<file path="config.mk">
export PLATFORM = sky130hd
export DESIGN_NAME = fim_rdack_mc_fifo
export DESIGN_NICKNAME = d
export VERILOG_FILES = /design/src/rtl/fim_rdack_mc_fifo.sv
export SDC_FILE = /design/constraint.sdc
export NUM_CORES = 2
export LEC_CHECK = 0
export BUFFER_PORTS_ARGS = -buffer_cell sky130_fd_sc_hd__clkbuf_2
export CORE_ASPECT_RATIO = 0.7
export CORE_MARGIN = 3
export CORE_UTILIZATION = 56
export CTS_CLUSTER_DIAMETER = 120
export CTS_CLUSTER_SIZE = 30
export DETAILED_ROUTE_END_ITERATION = 7
export PLACE_DENSITY = 0.85
export SLEW_MARGIN = 40
export SYNTH_ARGS = -nofsm -noshare
export SYNTH_HDL_FRONTEND = slang
export SYNTH_SLANG_ARGS = --single-unit
</file>
<file path="constraint.sdc">
create_clock -name clk -period 4.34 [get_ports clk]
set_clock_uncertainty 0.2 [all_clocks]
set_input_delay 0.217 -clock clk [delete_from_list [all_inputs] [get_ports clk]]
set_output_delay 0.217 -clock clk [all_outputs]
set_load 0.01 [all_outputs]
</file>
<file path="src/rtl/fim_rdack_mc_fifo.sv">
// Multi-channel read-ack FIFO: NUM_CH independent queues behind one shared write port,
// each with a prefetching output register held until rdack, per-channel flush and sticky overflow.
module fim_rdack_mc_fifo #(
    parameter int DATA_WIDTH            = 32,
    parameter int NUM_CH                = 4,
    parameter int DEPTH_LOG2            = 4,
    parameter int ALMOST_FULL_THRESHOLD = 2 ** (DEPTH_LOG2 - 1),
    localparam int WCH_W                = (NUM_CH > 1) ? $clog2(NUM_CH) : 1,
    localparam int CNT_W                = DEPTH_LOG2 + 1
) (
    input  logic                         clk,
    input  logic                         sclr,
    input  logic [DATA_WIDTH-1:0]        wdata,
    input  logic [WCH_W-1:0]             wch,
    input  logic                         wreq,
    input  logic [NUM_CH-1:0]            flush,
    input  logic [NUM_CH-1:0]            rdack,
    output logic [NUM_CH*DATA_WIDTH-1:0] rdata,
    output logic [NUM_CH-1:0]            rvalid,
    output logic [NUM_CH*CNT_W-1:0]      usedw,
    output logic [NUM_CH-1:0]            wfull,
    output logic [NUM_CH-1:0]            almfull,
    output logic [NUM_CH-1:0]            rempty,
    output logic [NUM_CH-1:0]            overflow
);

    localparam int DEPTH = 2 ** DEPTH_LOG2;

    for (genvar c = 0; c < NUM_CH; c++) begin : g_ch
        localparam logic [WCH_W-1:0] CH_ID = WCH_W'(c);

        logic [DATA_WIDTH-1:0] mem [DEPTH];
        logic [DEPTH_LOG2-1:0] wptr;
        logic [DEPTH_LOG2-1:0] rptr;
        logic [CNT_W-1:0]      cnt;
        logic [DATA_WIDTH-1:0] dout;
        logic                  rv;
        logic                  ovf;
        logic                  full;
        logic                  empty;
        logic                  sel;
        logic                  push;
        logic                  pop;

        assign full  = (cnt == CNT_W'(DEPTH));
        assign empty = (cnt == '0);
        assign sel   = wreq & (wch == CH_ID);
        assign push  = sel & ~full & ~flush[c] & ~sclr;
        assign pop   = (~rv | rdack[c]) & ~empty;

        // Storage carries no reset so it can map onto LUT RAM.
        always_ff @(posedge clk) begin
            if (push) begin
                mem[wptr] <= wdata;
            end
        end

        always_ff @(posedge clk) begin
            if (sclr) begin
                wptr <= '0;
                rptr <= '0;
                cnt  <= '0;
                rv   <= 1'b0;
                ovf  <= 1'b0;
                dout <= '0;
            end else if (flush[c]) begin
                wptr <= '0;
                rptr <= '0;
                cnt  <= '0;
                rv   <= 1'b0;
                ovf  <= 1'b0;
            end else begin
                if (push) begin
                    wptr <= wptr + DEPTH_LOG2'(1);
                end
                if (pop) begin
                    rptr <= rptr + DEPTH_LOG2'(1);
                    dout <= mem[rptr];
                    rv   <= 1'b1;
                end else if (rdack[c]) begin
                    rv <= 1'b0;
                end
                if (sel & full) begin
                    ovf <= 1'b1;
                end
                case ({push, pop})
                    2'b10:   cnt <= cnt + CNT_W'(1);
                    2'b01:   cnt <= cnt - CNT_W'(1);
                    default: cnt <= cnt;
                endcase
            end
        end

        assign rdata[c*DATA_WIDTH +: DATA_WIDTH] = dout;
        assign usedw[c*CNT_W +: CNT_W]           = cnt;
        assign rvalid[c]                         = rv;
        assign wfull[c]                          = full;
        assign almfull[c]                        = (cnt >= CNT_W'(ALMOST_FULL_THRESHOLD));
        assign rempty[c]                         = empty;
        assign overflow[c]                       = ovf;
    end

endmodule
</file>
### After elaboration in Yosys (flattened, before gate mapping)

Memories as Yosys holds them, arrays and structs flattened. A register that Yosys moved wholly into a read port is not among the register bits.
Cells that the tools add are included.

* $add $sub $neg: 16
* $mul: 0
* div/mod/pow operators: 0
* $lt $le $gt $ge: 4
* eq/ne operators: 15
* shift operators: 0
* mux-type cells: 20
* bitwise logic cells: 45
* reductions and logical operators: 21

Operators by type and width (number)
* one-hot mux 5 bit (2 select lines): 4
* adder 4 x 1 -> 4 bit, second input constant: 8
* AND 1 bit: 24
* adder 5 x 1 -> 5 bit, second input constant: 4
* == test 5 bit, second input constant: 4
* greater-or-equal comparator 5 x 4 -> 1 bit, second input constant: 4
* zero test 5 bit: 4
* subtractor 5 x 1 -> 5 bit, second input constant: 4
* inverter 1 bit: 17
* two-way mux 1 bit: 16
* nonzero test 2 bit: 8
* == test 2 bit, second input constant: 6
* == test 2 x 1 -> 1 bit, second input constant: 5
* AND reduction 2 bit: 4
* OR reduction 2 bit: 4
* bitwise OR 1 bit: 4
* zero test 2 bit: 1

* bits in registers: 60
* latch bits: 0
* RAM bits: 2048
* ROM bits: 0
* output and inout port bits: 168
* memories kept: 4

Memories
* g_ch[0].mem: depth 16, width 32, read ports 1, clocked after memory_dff 1, write ports 1, line 32 `logic [DATA_WIDTH-1:0] mem [DEPTH];`
* g_ch[1].mem: depth 16, width 32, read ports 1, clocked after memory_dff 1, write ports 1, line 32
* g_ch[2].mem: depth 16, width 32, read ports 1, clocked after memory_dff 1, write ports 1, line 32
* g_ch[3].mem: depth 16, width 32, read ports 1, clocked after memory_dff 1, write ports 1, line 32

### Depth between registers and ports, before layout

* depth after elaboration: 7
* gate-level depth with buffers: 13

### Least setup slack after synthesis

OpenSTA, ideal clock, no wires.

* path kind: flip-flop to flip-flop
* start point: register g_ch[1].cnt[2]
* end point: memory g_ch[1].mem[3][0], enable pin
* arrival time: 3.643 ns
* required time: 3.679 ns
* path slack: 0.037 ns
* cell stages (with the launch flop): 6
* path buffers: 1
* clock period less this slack: 4.303 ns
* cell sequence: dfxtp_1 > clkbuf_1 > nor4_1 > a211oi_1 > nand2_1 > nor3_1

* cells in the longest elaborated chain, start to end: 7

RTL lines
* start: declaration: line 35 `logic [CNT_W-1:0] cnt;`
* start signal: assignment: line 87 `2'b10: cnt <= cnt + CNT_W'(1);`
* start signal: assignment: line 88 `2'b01: cnt <= cnt - CNT_W'(1);`
* start signal: assignment: line 89 `default: cnt <= cnt;`
* == test 5 bit: line 45 `assign full = (cnt == CNT_W'(DEPTH));`
* inverter 1 bit: line 48 `assign push = sel & ~full & ~flush[c] & ~sclr;`
* AND 1 bit (3 in a row): line 48
* two-way mux 1 bit: line 53 `if (push) begin`
* two-way mux 1 bit (implied by the code): line 54 `mem[wptr] <= wdata;`
* end: declaration: line 32

No other way between the ends.

### Worst setup path after layout

* start point: register g_ch[1].cnt[2]
* end point: register g_ch[1].cnt[4]

* cells in the longest elaborated chain, start to end: 7
* elaborated cells on any way between the ends: 14
* classes of those cells: 2 x add/sub; 3 x eq/ne; 1 x mux; 6 x bitwise; 2 x reduce/logical

RTL lines
* == test 5 bit: line 45
* inverter 1 bit: line 48
* AND 1 bit (3 in a row): line 48
* == test 2 x 1 -> 1 bit / == test 2 bit (equally long branches): line 86 `case ({push, pop})`
* one-hot mux 5 bit (2 select lines) / nonzero test 2 bit (equally long branches)

Parallel ways exist; a longest one is shown, timed or not.
A chain may end at the register's enable or synchronous reset.

==> summary.md <==
| Metric | Value |
|---|---|
| CTS Root Cell | `sky130_fd_sc_hd__clkbuf_16` |
| Worst path most repeated cell | `sky130_fd_sc_hd__ha_1` |
| Peak ir drop on the vdd network | `approximately 0.38 mV` |
| Antenna violations before repair | `8` |
| Slew Limit Headroom | `0.4144` |
| Total Nets Final | `4,274` |
| Synth unique cells | `53` |
| Hold Path Class | `in2reg` |
| Maximum fanout along the worst path | `12` |
| Placed wire-length estimate | `about 110,000 um` |
| Met2 usage | `0.3735` |
| Relative area change from synthesis to final layout | `8.762%` |
| Cell leakage power | `28.19 nW` |
| Core Area | `approximately 0.15 sq mm` |
| Total global routing track utilization | `0.2434` |
| Result of the run | `complete, no violations` |
| Max Cap Violations | `0` |
| GR met1 Demand/Resource | `0.3487` |
| Total negative slack for setup checks | `0 ns` |
| Setup repair after global routing missed its margin | `false` |
| Max-slew violation total from the final report | `0` |
| Vias in the first global route | `a little over 40,000` |
| Worst slew pin tran | `roughly 0.88 ns` |
| Async set-reset flop share out of synthesis | `0` |
| Setup-failing EPs final | `0` |
| Die Width | `472.6 um` |
| Max Buffers Root-to-Sink | `3` |
| Clock input transition at the sequential cells of the worst setup and hold paths | `0.11 ns` |
| Drt pass-1 iters | `5` |
| Antenna violation net count after detailed routing | `0` |
| Crit path cell chain | `nor4_1 -> buf_4 -> a211oi_1 -> inv_1 -> ha_1 -> xor2_1 -> ha_1 -> a21oi_1 -> a32oi_1 -> a31oi_1 -> mux2i_1` |
| Min Tclk post-route | `3.489 ns` |
| Number of nets produced by synthesis | `between 4,000 and 5,000` |
| Top-Level Pins | `roughly 210` |
| Kind of critical path | `reg2reg` |
| Number of enable-type register cells in the synthesized netlist | `~2,000` |
| Die Height | `between 300 and 400 um` |
| Post-CTS Hold Buffers | `42` |
| Count of filler cells inserted in the layout | `approximately 9,700` |
| Share of Yosys cell area claimed by the top area cell type | `0.7207` |
| Initial cell density of the core | `0.5658` |
| Wire per inst | `approximately 31 um` |
| Portion of the post-synthesis area used by sequential elements | `0.7648` |
| Highest-delay cell along the critical path | `sky130_fd_sc_hd__a211oi_1` |
| CTS tree | `yes` |
| Number of vias in the routed layout | `approximately 41,000` |
| Total congestion overflow | `0` |
| First-pass GRT wire length | `roughly 280,000 um` |
| Most instantiated cells after synthesis | `sky130_fd_sc_hd__edfxtp_1 (2,048), sky130_fd_sc_hd__mux4_2 (512), sky130_fd_sc_hd__nor2_1 (228)` |
| Die Area | `0.1572 sq mm` |
| Final routed wirelength across all metal layers | `roughly 190,000 um` |
| Peak per-stage delay on the critical path | `0.58 ns` |
| Total power after layout | `about 34 mW` |
| Number of hold violations in the final report | `0` |
| Global Route met3 Usage | `0.06080` |
| Most used flip-flop cell after synthesis | `sky130_fd_sc_hd__edfxtp_1` |
| Global placer's final weighted congestion | `0.8245` |
| Cell area after synthesis | `about 0.085 sq mm` |
| Count of H-tree levels built during CTS | `3` |
| Number of DRC violations after detailed-routing iteration 0 | `5,795` |
| Share of layout cells above drive strength 1 | `0.2846` |
| Kind of start point of the critical path | `flop` |
| Arrival time reported for the critical path endpoint | `3.97 ns` |
| Detailed-route vias per instance | `about 6.5` |
| Clock buffer count from CTS | `84` |
| # rows | `119` |
| Pre-CTS setup slack | `between 0.6 and 0.7 ns` |
| Port Buf Inserts | `around 210` |
| Library cell occupying the most area in the post-synthesis netlist | `sky130_fd_sc_hd__edfxtp_1` |
| GRT busiest layer | `met2` |
| Synth Warn # | `0` |
| Leading post-synthesis cells by cell area | `sky130_fd_sc_hd__edfxtp_1 (72%), sky130_fd_sc_hd__mux4_2 (14%), sky130_fd_sc_hd__dfxtp_1 (4.4%)` |
| Skew-Pair Late Insertion Delay | `between 0.7 and 0.8 ns` |
| Maximum clock frequency | `between 0.2 and 0.3 GHz` |
| Power density over cell area | `368.7 mW/mm^2` |
| Remaining routing DRC violations | `0` |
| Cell with the most instances after synthesis | `sky130_fd_sc_hd__edfxtp_1` |
| Pin count of the biggest net entering global routing | `65` |
| Gate Count Post-Synth | `~3,900` |
| Final critical-path share of the clock period | `0.8039` |
| Data required, critical path | `4.82 ns` |
| Total of cells resized after clock tree synthesis | `0` |
| Mean instance size in the synthesized netlist | `21.75 sq um` |
| Number of sinks driven by the clock tree | `between 2,000 and 2,500` |
| Post-route worst setup slack | `about 0.85 ns` |
| Post-CTS Setup Inserts | `0` |
| Critical path endpoint category | `flop` |
| Number of synthesized register bits | `about 2,200` |
==> state kept, by name, summed over array words and instances (netlist names) <==
| register | flops |
|---|---|
| g_ch.rptr | 16 |
| g_ch.dout | 128 |
| g_ch.ovf | 4 |
| g_ch.mem | 2048 |
| g_ch.cnt | 20 |
| g_ch.rv | 4 |
| g_ch.wptr | 16 |
==> metal layers <==
layer / share of wire / wire [um] / vias up
li1: - / - / 16710
met1: 0.38 / 73060 / 21290
met2: 0.47 / 90820 / 2351
met3: 0.11 / 20910 / 310
met4: 0.033 / 6345 / 4
met5: 0.00081 / 154 / -
==> worst paths after layout <==
check / depth (start not counted) / startpoint / to / slack (ns)
worst max-delay path: 11 / g_ch[1].cnt[2] / g_ch[1].cnt[4] / 0.85
worst min-delay path: 1 / wdata[5] / g_ch[1].mem[2][5] / 0.04
worst max register to register: 11 / g_ch[1].cnt[2] / g_ch[1].cnt[4] / 0.85
worst min register to register: 2 / g_ch[2].ovf / g_ch[2].ovf / 0.29
==> cell families after synthesis <==
logic type,synth area share
flops,0.7648
compound gates,0.02274
mux,0.1693
simple gates,0.01925
xor+xnor,0.003490
buf+inv,0.01550
fa+ha+maj,0.004985
==> where the power goes <==
part	total [mW]	leakage (nW)	switching [mW]	internal, mW
sequential	23.5	19.9	0.0204	23.5
clock	10.0	1.18	6.14	3.88
combinational	0.704	7.09	0.531	0.173
==> critical path: cells and delay by family (launching register included) <==
| family | cells | cell delay (ns) |
|---|---|---|
| flip-flops | 1 | 0.56 |
| buffers and inverters | 2 | 0.35 |
| AO/OA/AOI/OAI | 4 | 1.22 |
| multiplexers | 1 | 0.21 |
| adder cells (fa/ha/maj) | 2 | 0.58 |
| XOR/XNOR | 1 | 0.19 |
| AND/OR/NAND/NOR | 1 | 0.10 |
==> placed cells by master, fill, tap and decap left out, drive strengths merged, types with 8 or more instances in the layout <==
cell type,count
dfxtp,188
nand2b,16
mux2,128
nor3,23
nand3,11
o211ai,10
a211oi,8
inv,25
nand2,35
mux4,512
xor2,23
dlygate4sd3,43
buf,165
edfxtp,2048
o21ai,10
xnor2,11
or2,10
nor2,228
or3,10
mux2i,147
a221o,132
clkbuf,363
a21oi,21
ha,34
==> per-stage QoR <==
step                      utilization  cells  hold WS, ns  cell area (sq um)
after global placement         0.5942   6049       0.2555              89630
after floorplan                     -   3924       0.1159              85340
after detailed placement       0.5951   6056       0.2622              89760
after CTS                      0.6144   6255      0.01226              92670
after global routing           0.6154   6264      0.05947              92810
final                          0.6154   6264      0.04085              92810
==> final cells by class <==
cell class              instances  area [sq um]  share of cell area
repair buffers                419          3191             0.03438
clock buffers                 152          2421             0.02609
clock inverters                 5         66.31           0.0007145
diodes                          2         5.005          0.00005392
multi-input cells            1432         19240              0.2073
well taps                    1996          2497             0.02691
flip-flops and latches       2236         65310              0.7036
inverters                      22         82.58           0.0008897
No activity file was read; power rests on OpenSTA's default activity.
